<file path="src/rtl/bot_trail_pkg.sv">
// bot_trail_pkg: shared constants and types for the breadcrumb-trail recorder.
package bot_trail_pkg;

  localparam int TRAIL_DEPTH_DEF = 16;

  localparam logic [1:0] TRAIL_NONE = 2'b00;
  localparam logic [1:0] TRAIL_OLD  = 2'b10;
  localparam logic [1:0] TRAIL_NEW  = 2'b11;

  typedef struct packed {
    logic [7:0] x;
    logic [7:0] y;
  } trail_pos_t;

endpackage

</file>
<file path="src/rtl/bot_trail_match.sv">
// bot_trail_match: combinational DEPTH-way position comparator.
// With BOT_TRAIL_FADE_EN defined, the newest matching entry decides whether
// the hit is reported as old (age >= DEPTH/2) or recent.
module bot_trail_match
  import bot_trail_pkg::*;
#(
  parameter int DEPTH = TRAIL_DEPTH_DEF,
  parameter int PTR_W = $clog2(DEPTH)
) (
  input  trail_pos_t       entries [DEPTH],
  input  logic [DEPTH-1:0] valid,
`ifdef BOT_TRAIL_FADE_EN
  input  logic [PTR_W-1:0] wr_ptr,
`endif
  input  logic [7:0]       row,
  input  logic [7:0]       col,
  input  logic             miss,
  output logic             hit,
  output logic             old
);

`ifdef BOT_TRAIL_FADE_EN
  logic [PTR_W-1:0] idx;

  // Walk entries from oldest to newest so the newest match decides the age.
  always_comb begin
    hit = 1'b0;
    old = 1'b0;
    idx = '0;
    for (int k = DEPTH - 1; k >= 0; k--) begin
      idx = wr_ptr - PTR_W'(1) - PTR_W'(k);
      if (valid[idx] && entries[idx].x == col && entries[idx].y == row) begin
        hit = 1'b1;
        old = (k >= DEPTH / 2);
      end
    end
    if (miss) begin
      hit = 1'b0;
      old = 1'b0;
    end
  end
`else
  logic [DEPTH-1:0] hits;

  // Any valid matching entry is a hit; there is no age to resolve.
  always_comb begin
    hits = '0;
    for (int i = 0; i < DEPTH; i++) begin
      hits[i] = valid[i] && entries[i].x == col && entries[i].y == row;
    end
    hit = |hits && !miss;
    old = 1'b0;
  end
`endif

endmodule

</file>
<file path="src/rtl/bot_trail.sv">
// bot_trail: RojoBot breadcrumb-trail recorder with a 2-cycle video overlay query.
// Optional build macro: BOT_TRAIL_FADE_EN (old/recent trail shading).
module bot_trail
  import bot_trail_pkg::*;
#(
  parameter int DEPTH = TRAIL_DEPTH_DEF,
  parameter int PTR_W = $clog2(DEPTH)
) (
  input  logic           clk,
  input  logic           reset,
  input  logic [7:0]     LocX_reg,
  input  logic [7:0]     LocY_reg,
  input  logic           upd_sysregs,
  input  logic           trail_en,
  input  logic           trail_clr,
  input  logic [9:0]     vid_row,
  input  logic [9:0]     vid_col,
  output logic [1:0]     trail_pixel,
  output logic [PTR_W:0] trail_count,
  output logic           trail_full
);

  trail_pos_t       entries [DEPTH];
  logic [DEPTH-1:0] valid;
  logic [PTR_W-1:0] wr_ptr;
  logic [PTR_W-1:0] last_ptr;
  logic [PTR_W:0]   count;
  trail_pos_t       cur_pos;
  logic             capture;

  logic [7:0]       row_p1;
  logic [7:0]       col_p1;
  logic             miss_p1;
  logic [1:0]       pixel_p2;
  logic             hit;
  logic             old;

  assign cur_pos  = '{x: LocX_reg, y: LocY_reg};
  assign last_ptr = wr_ptr - PTR_W'(1);
  // A clear in the same cycle discards the sample.
  assign capture  = upd_sysregs && trail_en && !trail_clr &&
                    (count == '0 || entries[last_ptr] != cur_pos);

  // Position storage: data only, qualified by the valid bits.
  always_ff @(posedge clk) begin
    if (capture) entries[wr_ptr] <= cur_pos;
  end

  // Trail bookkeeping: valid bits, write pointer, saturating count.
  always_ff @(posedge clk or negedge reset) begin
    if (!reset) begin
      valid  <= '0;
      wr_ptr <= '0;
      count  <= '0;
    end else if (trail_clr) begin
      valid  <= '0;
      wr_ptr <= '0;
      count  <= '0;
    end else if (capture) begin
      valid[wr_ptr] <= 1'b1;
      wr_ptr        <= wr_ptr + PTR_W'(1);
      if (count != (PTR_W + 1)'(DEPTH)) count <= count + (PTR_W + 1)'(1);
    end
  end

  // Stage 1: register the query coordinate; off-world coordinates force a miss.
  always_ff @(posedge clk or negedge reset) begin
    if (!reset) begin
      row_p1  <= '0;
      col_p1  <= '0;
      miss_p1 <= 1'b0;
    end else begin
      row_p1  <= vid_row[7:0];
      col_p1  <= vid_col[7:0];
      miss_p1 <= |vid_row[9:8] || |vid_col[9:8];
    end
  end

  bot_trail_match #(
    .DEPTH (DEPTH),
    .PTR_W (PTR_W)
  ) u_match (
    .entries (entries),
    .valid   (valid),
`ifdef BOT_TRAIL_FADE_EN
    .wr_ptr  (wr_ptr),
`endif
    .row     (row_p1),
    .col     (col_p1),
    .miss    (miss_p1),
    .hit     (hit),
    .old     (old)
  );

  // Stage 2: register the overlay code.
  always_ff @(posedge clk or negedge reset) begin
    if (!reset) begin
      pixel_p2 <= TRAIL_NONE;
    end else if (hit) begin
      pixel_p2 <= old ? TRAIL_OLD : TRAIL_NEW;
    end else begin
      pixel_p2 <= TRAIL_NONE;
    end
  end

  assign trail_pixel = pixel_p2;
  assign trail_count = count;
  assign trail_full  = (count == (PTR_W + 1)'(DEPTH));

endmodule

</file>
<file path="config.mk">
export PLATFORM = sky130hd
export DESIGN_NAME = bot_trail
export DESIGN_NICKNAME = d
export VERILOG_FILES = /design/src/rtl/bot_trail_pkg.sv /design/src/rtl/bot_trail_match.sv /design/src/rtl/bot_trail.sv
export SDC_FILE = /design/constraint.sdc
export NUM_CORES = 1
export LEC_CHECK = 0
export ABC_AREA = 1
export BUFFER_PORTS_ARGS = -buffer_cell sky130_fd_sc_hd__buf_2
export CAP_MARGIN = 20
export CORE_UTILIZATION = 29
export CTS_BUF_LIST = sky130_fd_sc_hd__clkbuf_2 sky130_fd_sc_hd__clkbuf_4 sky130_fd_sc_hd__clkbuf_8
export CTS_CLUSTER_SIZE = 12
export DETAILED_ROUTE_END_ITERATION = 8
export PLACE_DENSITY_LB_ADDON = 0.15
export SLEW_MARGIN = 20
export SYNTH_ARGS = -nofsm -noshare
export SYNTH_HDL_FRONTEND = slang
export SYNTH_SLANG_ARGS = --single-unit
</file>
<file path="constraint.sdc">
create_clock -name clk -period 3.56 [get_ports clk]
set_input_delay 0.356 -clock clk [delete_from_list [all_inputs] [get_ports clk]]
set_output_delay 0.356 -clock clk [all_outputs]
set_load 0.05 [all_outputs]
</file>
# [Word-level counts from Yosys, hierarchy flattened]
# Cells that the tools add are included.
[word_totals] register_bits=300 output_inout_bits=8 wordCells=150
[op_classes] addsub=3 order_cmp=5 eq_ne=35 muxes=16 bitwise_logic=3 reduce_logical=49
[op_table] op="$bwmux W256" n=1
[op_table] op="$eq A8 B8 Y1" n=32
[op_table] op="$mux W16" n=5
[op_table] op="$bmux W16 S4" n=1
[op_table] op="$demux W16 S4" n=1
[op_table] op="$logic_and A1 B1 Y1" n=38
[op_table] op="$ne A16 B16 Y1" n=1
[op_table] op="$or A16 B16 Y16" n=1
[op_table] op="$reduce_or A16 Y1" n=1
[op_table] op="$mux W5" n=3
[op_table] op="$ge A5 B5 Y1 const B" n=2
[op_table] op="$not A4 Y5" n=2
[op_table] op="$mux W4" n=2
[op_table] op="$add A5 B1 Y5 const B" n=1
[op_table] op="$eq A5 B5 Y1 const B" n=1
[op_table] op="$logic_not A5 Y1" n=1
[op_table] op="$lt A4 B5 Y1 const B" n=1
[op_table] op="$lt A5 B1 Y1 const B" n=1
[op_table] op="$ne A5 B5 Y1 const B" n=1
[op_table] op="$add A4 B1 Y4 const B" n=1
[op_table] op="$demux W1 S4" n=1
[op_table] op="$ge A4 B1 Y1 const B" n=1
[op_table] op="$reduce_bool A2 Y1" n=2
[op_table] op="$reduce_or A2 Y1" n=2
[op_table] op="other kinds (6)" n=8

# [Logic depth before layout (Yosys ltp)]
# Gate-level depths: netlist (run 1).
[depth] depth_word=10 mapped_depth=23 ltp_nobuf=19

# [Cells and area by module]
# A second synthesis (run 1) with hierarchy kept.
[hier_totals] hier_cells=2004 hier_area_um2=16458.3
[by_module_without_submodules] module="bot_trail" n_inst=1 cells_per_inst=1088 area_per_inst_um2=12309.3
[by_module_without_submodules] module="bot_trail_match" n_inst=1 cells_per_inst=916 area_per_inst_um2=4149.0

# [Least setup slack after synthesis (run 1)]
# OpenSTA, ideal clock, no wires.
[synth_timing] path_type="flip-flop to flip-flop" from="register wr_ptr[0]" to="register, netlist name entries[100]" setup_time_ps=388 t_arrival_ps=3324 path_slack_ps=-153 path_stages_with_launch=20 path_buffers=6 period_less_slack_ps=3713 path_cell_list="dfrtp_1 > inv_2 > buf_2 > buf_2 > ha_1 > buf_2 > inv_2 > clkbuf_1 > nand3_1 > nand3_1 > nand3_1 > a21oi_1 > nor2_1 > nand2_1 > nor2_1 > nand3_2 > nand2_2 > buf_4 > buf_4 > nor2_1"
[synth_between] elab_chain_len=8
[synth_lines] item="start: declaration" line_no="bot_trail.sv:25" rtl="logic [PTR_W-1:0] wr_ptr;"
[synth_lines] item="start signal: assignment" line_no="bot_trail.sv:61" rtl="wr_ptr <= wr_ptr + PTR_W'(1);"
[synth_lines] item="$sub A4 B1 Y4" line_no="bot_trail.sv:39" rtl="assign last_ptr = wr_ptr - PTR_W'(1);"
[synth_lines] item="$not A4 Y5 (implied by the code)" line_no="bot_trail.sv:42" rtl="(count == '0 || entries[last_ptr] != cur_pos);"
[synth_lines] item="$bmux W16 S4" line_no="bot_trail.sv:42"
[synth_lines] item="$mux W16 (implied by the code) (2 in a row)" line_no="bot_trail.sv:42"
[synth_lines] item="$ne A16 B16 Y1" line_no="bot_trail.sv:42"
[synth_lines] item="$logic_or A1 B1 Y1" line_no="bot_trail.sv:42"
[synth_lines] item="$logic_and A1 B1 Y1" line_no="bot_trail.sv:41" rtl="assign capture = upd_sysregs && trail_en && !trail_clr &&"
# Every way passes these cells. The select of a mux whose other input is x is not followed.
# A chain may end at the register's enable or synchronous reset.

# [Worst setup path in the final report (run 1)]
[layout_timing] from="register wr_ptr[0]" to="register, netlist name entries[215]"
[layout_between] elab_chain_len=8
[layout_lines] item="$sub A4 B1 Y4" line_no="bot_trail.sv:39"
[layout_lines] item="$not A4 Y5 (implied by the code)" line_no="bot_trail.sv:42"
[layout_lines] item="$bmux W16 S4" line_no="bot_trail.sv:42"
[layout_lines] item="$mux W16 (implied by the code) (2 in a row)" line_no="bot_trail.sv:42"
[layout_lines] item="$ne A16 B16 Y1" line_no="bot_trail.sv:42"
[layout_lines] item="$logic_or A1 B1 Y1" line_no="bot_trail.sv:42"
[layout_lines] item="$logic_and A1 B1 Y1" line_no="bot_trail.sv:41"
# Every way passes these cells. The select of a mux whose other input is x is not followed.

==> impl_metrics.env, run 1 <==
export IMPL_final_area_um2=18600
export IMPL_drt_iter0_markers=2041
export IMPL_crit_buf_inv=4
export IMPL_htree_levels=2
export IMPL_tightest_slew_ps=875
export IMPL_die_w_um=234
export IMPL_violations="DRC"
export IMPL_avgSynthCellArea_um2=9.44
export IMPL_critPathMaxStageDelay_ps=440
export IMPL_synth_common_cells="nand2_1, edfxtp_1, nand3_1"
export IMPL_drt_total_wl_um=70000
export IMPL_netlist_area_leader_share_pct=49.2
export IMPL_postRouteAntennaNets=0
export IMPL_ys_top_cells_by_area="edfxtp_1, nand2_1, nand3_1"
export IMPL_area_growth_pct=19.0
export IMPL_clockBufferDepth=3
export IMPL_powerDensity_nw_per_um2=468
export IMPL_r2r_setup_slack_ps=90
export IMPL_relSlewSlack_pct=41.7
export IMPL_layout_min_cycle_time_ps=3470
export IMPL_hpwl_um=49400
export IMPL_hold_violations=0
export IMPL_post_cts_setup_buffer_count=0
export IMPL_grt_pass1_wl_um=98800
export IMPL_drc=4
export IMPL_start_util_pct=29.6
export IMPL_port_buffers=48
export IMPL_vdd_drop_max_v=0.000207
export IMPL_overflow=0
export IMPL_synth_area_um2=15600
export IMPL_worstSetupStartpointType="register"
export IMPL_first_pass_iters=8
export IMPL_cts_sinks=299
export IMPL_diodes=0
export IMPL_synth_most_common_cell="nand2_1"
export IMPL_final_cells=2501
export IMPL_hold_path_end="entries[237]$_DFFE_PP_"
export IMPL_reg2regPathDepth=15
export IMPL_fin_crit_sh_pct=97.6
export IMPL_antenna_found_initial=0
export IMPL_maxCapViolCount=0
export IMPL_die_height_um=234
export IMPL_yosysUniqueCellTypes=38
export IMPL_drive_above_1_share_pct=16.7
export IMPL_synth_top_cell_by_area="edfxtp_1"
export IMPL_critPathTopFamily="simple AND/OR/NAND/NOR gates"
export IMPL_pin_count=49
export IMPL_path_cells="clkinv_2 > ha_2 > buf_12 > a21oi_1 > o21ai_0 > nand3_1 > nand3_1 > nand3b_1 > nand3_1 > nor2_1 > nand3_2 > nand2_2 > buf_4 > nor2_1 > buf_12"
export IMPL_ys_ff_latch=299
export IMPL_hp_class="in -> reg"
export IMPL_worst_ep_required_time_ps=3900
export IMPL_ys_warn_count=0
export IMPL_gp_congestion=1.00
export IMPL_p_leak_nw=7.04
export IMPL_grt_max_degree=107
export IMPL_grt_pass1_vias=13100
export IMPL_cp_common_cell="nand3_1"
export IMPL_die_area_um2=54800
export IMPL_cts_root_buf="clkbuf_8"
export IMPL_power_mw=8.70
export IMPL_critPathArrivalTime_ps=3820
export IMPL_r2r_start="wr_ptr[0]$_DFFE_PN0P_"
export IMPL_async_flop_share_pct=14.4
export IMPL_rsz0062_at_grt="no"
export IMPL_hold_path_startpoint="LocX_reg[5]"
export IMPL_path_class="reg -> reg"
export IMPL_cp_max_fo=32
export IMPL_wire_per_inst_um=28.0
export IMPL_finClkSkew_ps=44.0
export IMPL_end_kind="register"
export IMPL_synthesis_instances=1656
export IMPL_yosysSeqAreaShare_pct=56.1
export IMPL_synth_fp_nets=1703
export IMPL_clock_fmax_mhz=288
export IMPL_placed_cell_area_um2=17200
export IMPL_clkSlewWorstSetupHoldPaths_ps=70
export IMPL_place_inst=2384
export IMPL_cpMaxStageDelayCell="dfrtp_4"
export IMPL_vias_per_cell=5.52
export IMPL_outcome="finished, violations left"
export IMPL_rows=84
export IMPL_nets=1818
export IMPL_hold_depth=1
export IMPL_routed_via_count=13800
export IMPL_synth_edff_count=256
export IMPL_clock_latency_ps=670
export IMPL_maxSlewViolCount=0
export IMPL_coreArea_um2=52900
export IMPL_fin_ws_ps=85.8
export IMPL_post_place_ws_ps=215
export IMPL_r2r_end="entries[215]$_DFFE_PP_"
export IMPL_cts_tree="built"
export IMPL_cts_made_buffers=54
export IMPL_setup_viol=0
export IMPL_track_usage_pct=25.9
export IMPL_synth_flop_cell="edfxtp_1"
-- worst reg2reg max path: cells and delay by family (launching register included) --
kind / cells / cell delay (ps)
simple gates: 8 / 1260
buf+inv: 4 / 730
fa+ha+maj: 1 / 420
flops: 1 / 440
compound gates: 2 / 310
-- cell families after synthesis --
family / after synthesis / share of synthesized area, %
buffers and inverters: 195 / 5.42
DFF: 299 / 56.1
AOI/OAI and AO/OA: 269 / 11.1
and+or+nand+nor: 817 / 23.0
xor gates and xnor gates: 70 / 3.92
adders and majority gates: 6 / 0.480
-- power by group --
part | total [mW] | switching, mW | internal [mW]
Combinational | 1.29 | 0.919 | 0.367
Clock | 3.54 | 1.56 | 1.98
Sequential | 3.87 | 0.0335 | 3.83
-- registers in the layout (all words and copies together) (netlist names) --
signal,cells
entries,256
valid,16
col_p1,8
row_p1,8
trail_count,5
wr_ptr,4
miss_p1,1
trail_pixel,1
-- per-stage QoR --
step	hold slack (ps)	utilization [%]	setup TNS (ps)
after detailed placement	388	32.6	0
after global routing	47.6	35.2	0
after floorplan	60.4	-	-24460
after global placement	383	32.6	0
final	51.6	35.2	0
after CTS	13.5	35.2	0
-- timing repair --
action	in CTS	in global routing
hold buffers	19	0
setup endpoints to repair	0	16
resized for setup	0	1
endpoints found under the hold margin	45	0
-- cell usage in the layout (no fill, tap or decap), types with 48 or more instances in the layout --
| cell type | instances |
|---|---|
| clkbuf_8 | 57 |
| nor2_1 | 71 |
| buf_4 | 67 |
| buf_2 | 48 |
| a21oi_1 | 62 |
| edfxtp_1 | 256 |
| o22ai_1 | 50 |
| inv_1 | 88 |
| nand3_1 | 236 |
| o21ai_0 | 65 |
| nand2_1 | 417 |
-- how the worst max path moves through the flow --
stage                           from                      to  slack, ps  depth (start not counted)
3_5_place_dp   wr_ptr[0]$_DFFE_PN0P_  entries[217]$_DFFE_PP_        210                         16
4_1_cts        wr_ptr[0]$_DFFE_PN0P_  entries[215]$_DFFE_PP_        160                         16
6_report       wr_ptr[0]$_DFFE_PN0P_  entries[215]$_DFFE_PP_         90                         15
5_1_grt        wr_ptr[0]$_DFFE_PN0P_  entries[215]$_DFFE_PP_         10                         16
2_1_floorplan  wr_ptr[0]$_DFFE_PN0P_  entries[100]$_DFFE_PP_       -150                         19
3_3_place_gp   wr_ptr[0]$_DFFE_PN0P_  entries[217]$_DFFE_PP_        220                         16
-- layer usage --
metal  global-route usage [%]  vias to the layer above  share of wire [%]
met5                        0                        -                  0
met4                     10.8                        0                4.4
met3                     4.27                      156                8.9
met2                     40.1                      799                 44
met1                     35.6                     6764                 42
li1                         -                     6075                  -
-- cell type report --
| cell class | instances | area, um2 |
|---|---|---|
| fill | 5368 | 34300 |
| sequential | 299 | 8770 |
| multi-input combinational | 1162 | 6040 |
| timing repair buffer | 158 | 1420 |
| clock buffer | 69 | 875 |
| tap | 688 | 861 |
| inverter | 96 | 362 |
| clock inverter | 29 | 274 |
(Power assumes the default switching activity.)
==> run 2: changes to the inputs <==
--- a/config.mk
+++ b/config.mk
@@ -9,7 +9,6 @@
 export BUFFER_PORTS_ARGS = -buffer_cell sky130_fd_sc_hd__buf_2
 export CAP_MARGIN = 20
 export CORE_UTILIZATION = 29
-export CTS_BUF_LIST = sky130_fd_sc_hd__clkbuf_2 sky130_fd_sc_hd__clkbuf_4 sky130_fd_sc_hd__clkbuf_8
 export CTS_CLUSTER_SIZE = 12
 export DETAILED_ROUTE_END_ITERATION = 8
 export PLACE_DENSITY_LB_ADDON = 0.15
==> run 2 against run 1 <==
  * The flow still finishes with violations (DRC)
  * Largest cell class unchanged
  * Non-clock buffer count unchanged
  * Global-route usage decreased by 0.17 points
  * Worst setup slack improved by 42 ps
  * Register-to-register slack improved by 40 ps
  * Clock-buffer cell count decreased by 28
  * Clock skew decreased by 23 ps
  * Combinational power about the same
  * Die area unchanged
  * First-iteration DRC count increased by 1.1%
==> impl_metrics.env, run 2 (same netlist as run 1, synthesis figures left out) <==
export IMPL_outcome="finished, violations left"
export IMPL_violations="DRC"
export IMPL_postRouteAntennaNets=0
export IMPL_start_util_pct=29.6
export IMPL_grt_pass1_wl_um=98100
export IMPL_nets=1799
export IMPL_vias_per_cell=5.56
export IMPL_tightest_slew_ps=864
export IMPL_track_usage_pct=25.7
export IMPL_timing_setup_tns_ps=0
export IMPL_cts_sinks=299
export IMPL_worst_ep_required_time_ps=3810
export IMPL_largest_reg_flops=256
export IMPL_coreArea_um2=52900
export IMPL_cts_made_buffers=35
export IMPL_final_common_cell="nand2_1"
export IMPL_fin_util_pct=35.1
export IMPL_rows=84
export IMPL_layout_common_cells="nand2_1, edfxtp_1, nand3_1, inv_1, nor2_1"
export IMPL_rsz0062_at_grt="no"
export IMPL_layout_min_cycle_time_ps=3430
export IMPL_antenna_found_initial=0
export IMPL_post_place_ws_ps=215
export IMPL_reg_top3="entries x256, valid x16"
export IMPL_die_height_um=234
export IMPL_fin_ws_ps=128
export IMPL_critPathArrivalTime_ps=3680
export IMPL_critPathLaunch="wr_ptr[1]$_DFFE_PN0P_"
export IMPL_die_area_um2=54800
export IMPL_maxSlewViolCount=0
export IMPL_die_w_um=234
export IMPL_diodes=0
export IMPL_critPathTopFamily="simple AND/OR/NAND/NOR gates"
export IMPL_overflow=0
export IMPL_end_kind="register"
export IMPL_port_buffers=48
export IMPL_drc=4
export IMPL_routed_via_count=13700
export IMPL_clockBufferDepth=3
export IMPL_clkSlewWorstSetupHoldPaths_ps=60
export IMPL_hp_class="in -> reg"
export IMPL_cts_tree="built"
export IMPL_fin_crit_sh_pct=96.4
export IMPL_hpwl_um=49400
export IMPL_post_cts_setup_buffer_count=0
export IMPL_setup_viol=0
export IMPL_wire_per_inst_um=28.2
export IMPL_hold_violations=0
export IMPL_cts_root_buf="clkbuf_16"
export IMPL_htree_levels=2
export IMPL_vdd_drop_max_v=0.000229
export IMPL_gp_congestion=1.00
export IMPL_power_mw=8.73
export IMPL_area_growth_pct=18.7
export IMPL_pin_count=49
export IMPL_drive_above_1_share_pct=14.9
export IMPL_powerDensity_nw_per_um2=471
export IMPL_cp_common_cell="nand3_1"
export IMPL_drt_total_wl_um=69500
export IMPL_p_leak_nw=6.98
export IMPL_critPathMaxStageDelay_ps=380
export IMPL_grt_max_degree=107
export IMPL_worstSetupStartpointType="register"
export IMPL_cp_max_fo=32
export IMPL_path_class="reg -> reg"
export IMPL_grt_pass1_vias=12900
export IMPL_hold_path_startpoint="LocX_reg[2]"
export IMPL_first_pass_iters=8
export IMPL_path_cells="inv_1 > ha_2 > buf_12 > a21oi_1 > o21ai_0 > nand3_1 > nand3_1 > nand2_1 > nand2_1 > nand3_1 > nor2_1 > nand3_2 > nand2_2 > buf_4 > nor2_1 > buf_12"
export IMPL_clock_fmax_mhz=291
export IMPL_crit_buf_inv=4
export IMPL_finClkSkew_ps=20.6
export IMPL_r2r_start="wr_ptr[1]$_DFFE_PN0P_"
export IMPL_maxCapViolCount=0
export IMPL_top_register="entries"
export IMPL_cpMaxStageDelayCell="dfrtp_1"
export IMPL_drt_iter0_markers=2063
export IMPL_whs_ps=166
export IMPL_clock_latency_ps=560
export IMPL_relSlewSlack_pct=42.4
run 2: final timing paths:
kind,cells after the start,end,slack [ps]
worst max-delay path,16,entries[213]$_DFFE_PP_,130
worst min-delay path,1,entries[234]$_DFFE_PP_,170
worst max register to register,16,entries[213]$_DFFE_PP_,130
worst min register to register,1,trail_pixel[0]$_DFF_PN0_,390
max in group asynchronous,3,col_p1[1]$_DFF_PN0_,2260
min in group asynchronous,2,trail_count[0]$_DFFE_PN0P_,460
run 2: report_power, final:
group	internal (mW)	leakage [nW]	switching [mW]
Clock	2.10	0.548	1.48
Sequential	3.83	2.86	0.0336
Combinational	0.366	3.58	0.913
run 2: layout make-up:
type	instances	area, um2
clock inverter	19	169
sequential	299	8770
timing repair buffer	158	1410
multi-input combinational	1162	6040
clock buffer	41	941
tap	688	861
inverter	96	362
fill	5343	34300
run 2: repair_timing:
item	CTS	global route
endpoints found under the hold margin	45	0
resized for setup	0	0
hold buffers	19	0
run 2: routing by layer:
| metal | vias to the layer above | wire, um | global-route usage (%) | share of wire [%] |
|---|---|---|---|---|
| met3 | 139 | 5580 | 3.34 | 8.0 |
| met1 | 6780 | 29900 | 35.9 | 43 |
| met2 | 745 | 31000 | 39.6 | 45 |
| met5 | - | 0 | 0 | 0 |
| li1 | 6026 | - | - | - |
| met4 | 0 | 3070 | 11.3 | 4.4 |
run 2: per-stage QoR:
stage | std cells | instance area [um2]
2_1_floorplan | 1656 | 15600
4_1_cts | 2463 | 18500
6_report | 2463 | 18500
3_5_place_dp | 2384 | 17200
3_3_place_gp | 2384 | 17200
5_1_grt | 2463 | 18500
run 2: worst register-to-register path: stages, from the launching register on:
cell and delay, ps:
dfrtp_1 380, inv_1 180, ha_2 370, buf_12 190, a21oi_1 140, o21ai_0 220, nand3_1 150, nand3_1 180
nand2_1 120, nand2_1 60, nand3_1 110, nor2_1 70, nand3_2 90, nand2_2 110, buf_4 190, nor2_1 340
buf_12 220
